**src/rtl/adc_sync_pkg.sv**
```systemverilog
// rtl/adc_sync_pkg.sv - shared types and helpers for the synchronous multi-channel ADC sequencer
package adc_sync_pkg;

  typedef enum logic [1:0] {
    IDLE       = 2'd0,
    WAIT_START = 2'd1,
    CAPTURE    = 2'd2
  } state_t;

  // Number of bits needed to hold values 0..value-1.
  function automatic int clog2(input longint unsigned value);
    int r;
    r = 0;
    while ((64'd1 << r) < value) begin
      r++;
    end
    return r;
  endfunction

  // Two's-complement raw word to unsigned voltage code: negatives clamp to
  // zero, otherwise take the volt_w bits just below the sign bit.
  function automatic logic [31:0] volt_convert(input logic [63:0] data,
                                               input int          data_w,
                                               input int          volt_w);
    logic [31:0] field_mask;
    if (data[data_w-1]) begin
      return 32'd0;
    end
    field_mask = (32'd1 << volt_w) - 32'd1;
    return 32'(data >> (data_w - 1 - volt_w)) & field_mask;
  endfunction

endpackage

```
**src/rtl/adc_ch_capture.sv**
```systemverilog
// rtl/adc_ch_capture.sv - one channel's raw/voltage capture registers
// Optional IIR smoothing of the voltage code when ADC_FILTER_EN is defined.
module adc_ch_capture
  import adc_sync_pkg::*;
#(
  parameter int DATA_W = 16,
  parameter int VOLT_W = 12
) (
  input  logic              clk,
  input  logic              rst_n,
  input  logic              capture,
  input  logic [DATA_W-1:0] data,
  output logic [DATA_W-1:0] raw,
  output logic [VOLT_W-1:0] volt
);

  logic [VOLT_W-1:0] volt_new;

  assign volt_new = VOLT_W'(volt_convert(64'(data), DATA_W, VOLT_W));

`ifdef ADC_FILTER_EN
  logic            primed;
  logic [VOLT_W:0] volt_sum;

  assign volt_sum = {1'b0, volt} + {1'b0, volt_new};

  // The first sample after reset seeds the filter instead of averaging with zero.
  always_ff @(posedge clk or negedge rst_n) begin
    if (!rst_n) begin
      raw    <= '0;
      volt   <= '0;
      primed <= 1'b0;
    end else if (capture) begin
      raw    <= data;
      volt   <= primed ? volt_sum[VOLT_W:1] : volt_new;
      primed <= 1'b1;
    end
  end
`else
  always_ff @(posedge clk or negedge rst_n) begin
    if (!rst_n) begin
      raw  <= '0;
      volt <= '0;
    end else if (capture) begin
      raw  <= data;
      volt <= volt_new;
    end
  end
`endif

endmodule

```
**src/rtl/adc_sync_capture.sv**
```systemverilog
// rtl/adc_sync_capture.sv - triggers NUM_CH ADCs together and reports a complete sample set
// Optional voltage IIR filter in each channel: define ADC_FILTER_EN.
module adc_sync_capture
  import adc_sync_pkg::*;
#(
  parameter int NUM_CH         = 2,
  parameter int DATA_W         = 16,
  parameter int VOLT_W         = 12,
  parameter int TIMEOUT_CYCLES = 27000
) (
  input  logic                     clk_i,
  input  logic                     rst_ni,
  input  logic                     start_i,
  input  logic [NUM_CH-1:0]        ch_mask_i,
  input  logic [NUM_CH-1:0]        adc_ready_i,
  input  logic [NUM_CH*DATA_W-1:0] adc_data_i,
  output logic [NUM_CH-1:0]        adc_enable_o,
  output logic [NUM_CH*DATA_W-1:0] raw_o,
  output logic [NUM_CH*VOLT_W-1:0] volt_o,
  output logic                     sample_valid_o,
  output logic                     busy_o,
  output logic                     timeout_o,
  output logic [NUM_CH-1:0]        err_ch_o,
  output logic                     overrun_o
);

  localparam int TW = clog2(64'(TIMEOUT_CYCLES) + 64'd1);
  localparam logic [TW-1:0] TIMER_LOAD = TW'(TIMEOUT_CYCLES);

  state_t            state_q, state_d;
  logic [NUM_CH-1:0] mask_q, mask_d;
  logic [NUM_CH-1:0] done_q, done_d;
  logic [NUM_CH-1:0] en_q, en_d;
  logic [NUM_CH-1:0] err_q, err_d;
  logic [TW-1:0]     timer_q, timer_d;
  logic              valid_q, valid_d;
  logic              tmo_q, tmo_d;
  logic              ovr_q, ovr_d;

  logic [NUM_CH-1:0] capt;
  logic [NUM_CH-1:0] got;
  logic              all_done;
  logic              expire;

  // A stage expires on its TIMEOUT_CYCLES-th clock; captures on that clock still count.
  assign capt     = (state_q == CAPTURE) ? (mask_q & ~done_q & adc_ready_i) : '0;
  assign got      = done_q | capt;
  assign all_done = ((got & mask_q) == mask_q);
  assign expire   = (timer_q <= TW'(1));

  always_comb begin
    state_d = state_q;
    mask_d  = mask_q;
    done_d  = done_q;
    en_d    = en_q;
    err_d   = err_q;
    timer_d = timer_q;
    valid_d = 1'b0;
    tmo_d   = tmo_q;
    ovr_d   = ovr_q | (start_i && (state_q != IDLE));

    case (state_q)
      IDLE: begin
        if (start_i && (ch_mask_i != '0)) begin
          mask_d  = ch_mask_i;
          done_d  = '0;
          en_d    = ch_mask_i;
          timer_d = TIMER_LOAD;
          state_d = WAIT_START;
        end
      end

      // Wait for every enabled ADC to go busy so a stale ready is never captured.
      WAIT_START: begin
        if ((adc_ready_i & mask_q) == '0) begin
          timer_d = TIMER_LOAD;
          state_d = CAPTURE;
        end else if (expire) begin
          en_d    = '0;
          tmo_d   = 1'b1;
          err_d   = mask_q;
          timer_d = '0;
          state_d = IDLE;
        end else begin
          timer_d = timer_q - TW'(1);
        end
      end

      CAPTURE: begin
        done_d = got;
        en_d   = en_q & ~capt;
        if (all_done) begin
          valid_d = 1'b1;
          tmo_d   = 1'b0;
          err_d   = '0;
          timer_d = '0;
          state_d = IDLE;
        end else if (expire) begin
          en_d    = '0;
          tmo_d   = 1'b1;
          err_d   = mask_q & ~got;
          timer_d = '0;
          state_d = IDLE;
        end else begin
          timer_d = timer_q - TW'(1);
        end
      end

      default: begin
        en_d    = '0;
        state_d = IDLE;
      end
    endcase
  end

  always_ff @(posedge clk_i or negedge rst_ni) begin
    if (!rst_ni) begin
      state_q <= IDLE;
      mask_q  <= '0;
      done_q  <= '0;
      en_q    <= '0;
      err_q   <= '0;
      timer_q <= '0;
      valid_q <= 1'b0;
      tmo_q   <= 1'b0;
      ovr_q   <= 1'b0;
    end else begin
      state_q <= state_d;
      mask_q  <= mask_d;
      done_q  <= done_d;
      en_q    <= en_d;
      err_q   <= err_d;
      timer_q <= timer_d;
      valid_q <= valid_d;
      tmo_q   <= tmo_d;
      ovr_q   <= ovr_d;
    end
  end

  for (genvar k = 0; k < NUM_CH; k++) begin : g_ch
    adc_ch_capture #(
      .DATA_W (DATA_W),
      .VOLT_W (VOLT_W)
    ) u_ch (
      .clk     (clk_i),
      .rst_n   (rst_ni),
      .capture (capt[k]),
      .data    (adc_data_i[k*DATA_W +: DATA_W]),
      .raw     (raw_o[k*DATA_W +: DATA_W]),
      .volt    (volt_o[k*VOLT_W +: VOLT_W])
    );
  end

  assign adc_enable_o   = en_q;
  assign sample_valid_o = valid_q;
  assign busy_o         = (state_q != IDLE);
  assign timeout_o      = tmo_q;
  assign err_ch_o       = err_q;
  assign overrun_o      = ovr_q;

endmodule

```
**config.mk**
```make
export PLATFORM = sky130hd
export DESIGN_NAME = adc_sync_capture
export DESIGN_NICKNAME = d
export VERILOG_FILES = /design/src/rtl/adc_sync_pkg.sv /design/src/rtl/adc_ch_capture.sv /design/src/rtl/adc_sync_capture.sv
export SDC_FILE = /design/constraint.sdc
export NUM_CORES = 1
export LEC_CHECK = 0
export CORE_MARGIN = 2
export CORE_UTILIZATION = 35
export DETAILED_ROUTE_END_ITERATION = 6
export HOLD_SLACK_MARGIN = 0.02
export PLACE_DENSITY = 0.63
export SLEW_MARGIN = 10
export SYNTH_ARGS = -nofsm -noshare
export SYNTH_HDL_FRONTEND = slang
export SYNTH_SLANG_ARGS = --single-unit
export TNS_END_PERCENT = 10
```
**constraint.sdc**
```tcl
create_clock -name clk_i -period 4.29 [get_ports clk_i]
set_input_delay 1.287 -clock clk_i [delete_from_list [all_inputs] [get_ports clk_i]]
set_output_delay 1.287 -clock clk_i [all_outputs]
set_load 0.1 [all_outputs]
```
==> key figures <==
Yosys
  – Synth warn: 0
  – Mapped Cells: between 300 and 400
  – Sequential share of the synthesized area: 0.537
  – Synth cell types: 46
  – Syn avg cell area: 10.8 um2
  – Post-synth ARST share: 1.00
  – EDFF count, synth: 0
  – FF+latch count, synth: 84
  – Syn_nets: 406
  – Most used flip-flop cell after synthesis: dfrtp_1
  – Cell area after synthesis: about 0.0039 mm2

Floorplanning
  – Die Area: 0.0120 mm2
  – Rows: 38
  – Core area: 0.0109 mm2
  – # IOs: 103
  – Die Y: between 100 and 150 um
  – Initial Utilization: 0.359
  – Die width: roughly 110 um

CTS
  – Latest clock arrival within the worst-skew pair: between 0.3 and 0.4 ns
  – Clock buffer count from CTS: 9
  – Post-CTS setup buffer count: 0
  – Hold-fix buffers, CTS: 0
  – Root Buffer: clkbuf_8
  – Post-CTS sizing: 0
  – H-tree Lvls: 3
  – CTS tree: done
  – Clock slew at reported path FFs: approximately 0.080 ns
  – CTS sink cnt: between 80 and 90
  – CTS max path bufs: 2

Cells and area
  – Share of layout cells above drive strength 1: 0.132
  – Nets@finish: between 500 and 600
  – # diodes: 0
  – Most frequent cells in the layout: clkdlybuf4s50_1, dfrtp_1, nand2_1, o21ai_0, mux2_2
  – Layout filler cell count: 1020
  – Layout area overhead: 34.4%
  – Most common cell after layout, fill and taps aside: clkdlybuf4s50_1
  – Final Cell Area: approximately 0.0053 mm2

Global route
  – Number of global-route vias before repair: around 3000
  – Pin count of the biggest net entering global routing: between 80 and 90
  – Initial antenna violation count: 0
  – First-pass GRT wire length: around 15000 um
  – Gr ovfl total: 0
  – GRT Util Overall: 0.163

Critical path
  – Critical-path maximum fanout: 3
  – CP delay by family, top: buffers and inverters
  – Critical Path Source Type: register
  – Worst setup path class: reg2out
  – Worst path cell trace: clkdlybuf4s50_1
  – Start point of the critical path: adc_enable_o[1]$_DFFE_PN0P_
  – Setup crit end kind: primary output
  – WP buf/inv: 1
  – Reg2reg start: state_q[0]$_DFFE_PN0P_
  – Biggest cell delay along the critical path: 1.19 ns
  – Slowest CP cell: clkdlybuf4s50_1
  – WP data arrival: between 1.5 and 2 ns
  – CP Data Required Time: approximately 3.0 ns

Timing
  – Setup TNS: 0 ns
  – Skew final: around 0.0067 ns
  – Fin. Hold Viols: 0
  – Crit share post-route: 0.750
  – Max Freq: between 300 and 400 MHz
  – Post-layout minimum cycle time: 3.22 ns
  – Unrepaired setup endpoints after global routing: false
  – Worst slew margin: 0.288
  – Worst slew pin tran: 1.07 ns
  – Finish-stage setup viols: 0
  – Pins over their slew limit: 0

Placed design
  – RD Place Congestion: a little over 0.8
  – Post-DP Area: about 0.005 mm2
  – IO Port Bufs: ~100
  – HPWL after detailed placement: 6670 um

Routing
  – Post-DRT Antenna Nets: 0
  – DR WL/cell: between 15 and 20 um
  – DR iter-0 viols: 110
  – Vias per std cell: between 5 and 6
  – Routed WL: between 9000 and 10000 um
  – DRC viols: 0
  – Drt pass-1 iters: 4
  – Routed via count: ~3000

Min path
  – Hold path startpoint: g_ch[0].u_ch.volt[4]$_DFFE_PN0P_
  – HP Class: reg2reg

Outcome
  – Status: completed

Run
  – Max_cap viols: 0
logic make-up after synthesis:
| group | synth area share |
|---|---|
| fa+ha+maj | 0.0192 |
| compound gates | 0.149 |
| buf+inv | 0.0323 |
| mux | 0.0975 |
| simple gates | 0.165 |
| flops | 0.537 |
sequential cells by signal, indices dropped and copies added (netlist names):
signal          count
g_ch.u_ch.raw      32
g_ch.u_ch.volt     24
timer_q            15
adc_enable_o        2
done_q              2
err_ch_o            2
mask_q              2
state_q             2
overrun_o           1
sample_valid_o      1
timeout_o           1
cell usage after synthesis, types with 3 or more instances:
cell	count	area (um2)
nand4b_1	3	26.3
nand2b_1	26	163
o21ai_0	40	200
nor2_1	20	75.1
nand3_1	4	20.0
ha_1	6	75.1
inv_1	6	22.5
nand2_1	45	169
a221o_1	9	90.1
o211ai_1	4	30.0
nor4_1	6	37.5
mux2_2	33	372
a21oi_1	8	40.0
a31oi_1	3	18.8
a22o_1	3	26.3
buf_1	3	11.3
dfrtp_1	84	2100
clkbuf_1	12	45.0
nor3_1	8	40.0
cell type report:
type                            instances  area, um2  share of cell area
Sequential cell                        84       2100               0.400
Multi-Input combinational cell        252       1690               0.320
Timing Repair Buffer                  105       1040               0.197
Tap cell                              140        175              0.0333
Clock buffer                           10        138              0.0262
Clock inverter                          4       98.8              0.0188
Inverter                                6       22.5             0.00428
worst paths after layout:
path | to | slack (ns) | cells past startpoint
max | adc_enable_o[1] | 1.07 | 1
min | g_ch[0].u_ch.volt[4]$_DFFE_PN0P_ | 0.48 | 2
max reg2reg | timer_q[4]$_DFFE_PN0P_ | 1.62 | 7
min reg2reg | g_ch[0].u_ch.volt[4]$_DFFE_PN0P_ | 0.48 | 2
max in group asynchronous | g_ch[0].u_ch.raw[6]$_DFFE_PN0P_ | 2.47 | 1
min in group asynchronous | g_ch[1].u_ch.raw[0]$_DFFE_PN0P_ | 1.12 | 1
metrics by stage:
step	utilization	hold slack, ns	instances	setup WS, ns
6_report	0.483	0.479	601	1.07
2_1_floorplan	-	0.481	361	1.56
3_5_place_dp	0.461	0.469	587	0.784
3_3_place_gp	0.461	0.461	587	0.854
5_1_grt	0.483	0.509	601	0.916
4_1_cts	0.483	0.487	601	1.06
layer usage:
metal / GRT usage / routed length (um) / up-vias
met1: 0.225 / 4320 / 1462
met2: 0.235 / 4150 / 96
li1: - / - / 1481
met4: 0.0398 / 81 / 0
met5: 0 / 0 / -
met3: 0.0723 / 865 / 9
Power is not shown: default switching activity piles up to over one toggle a cycle in this logic, so the estimate is an artifact.
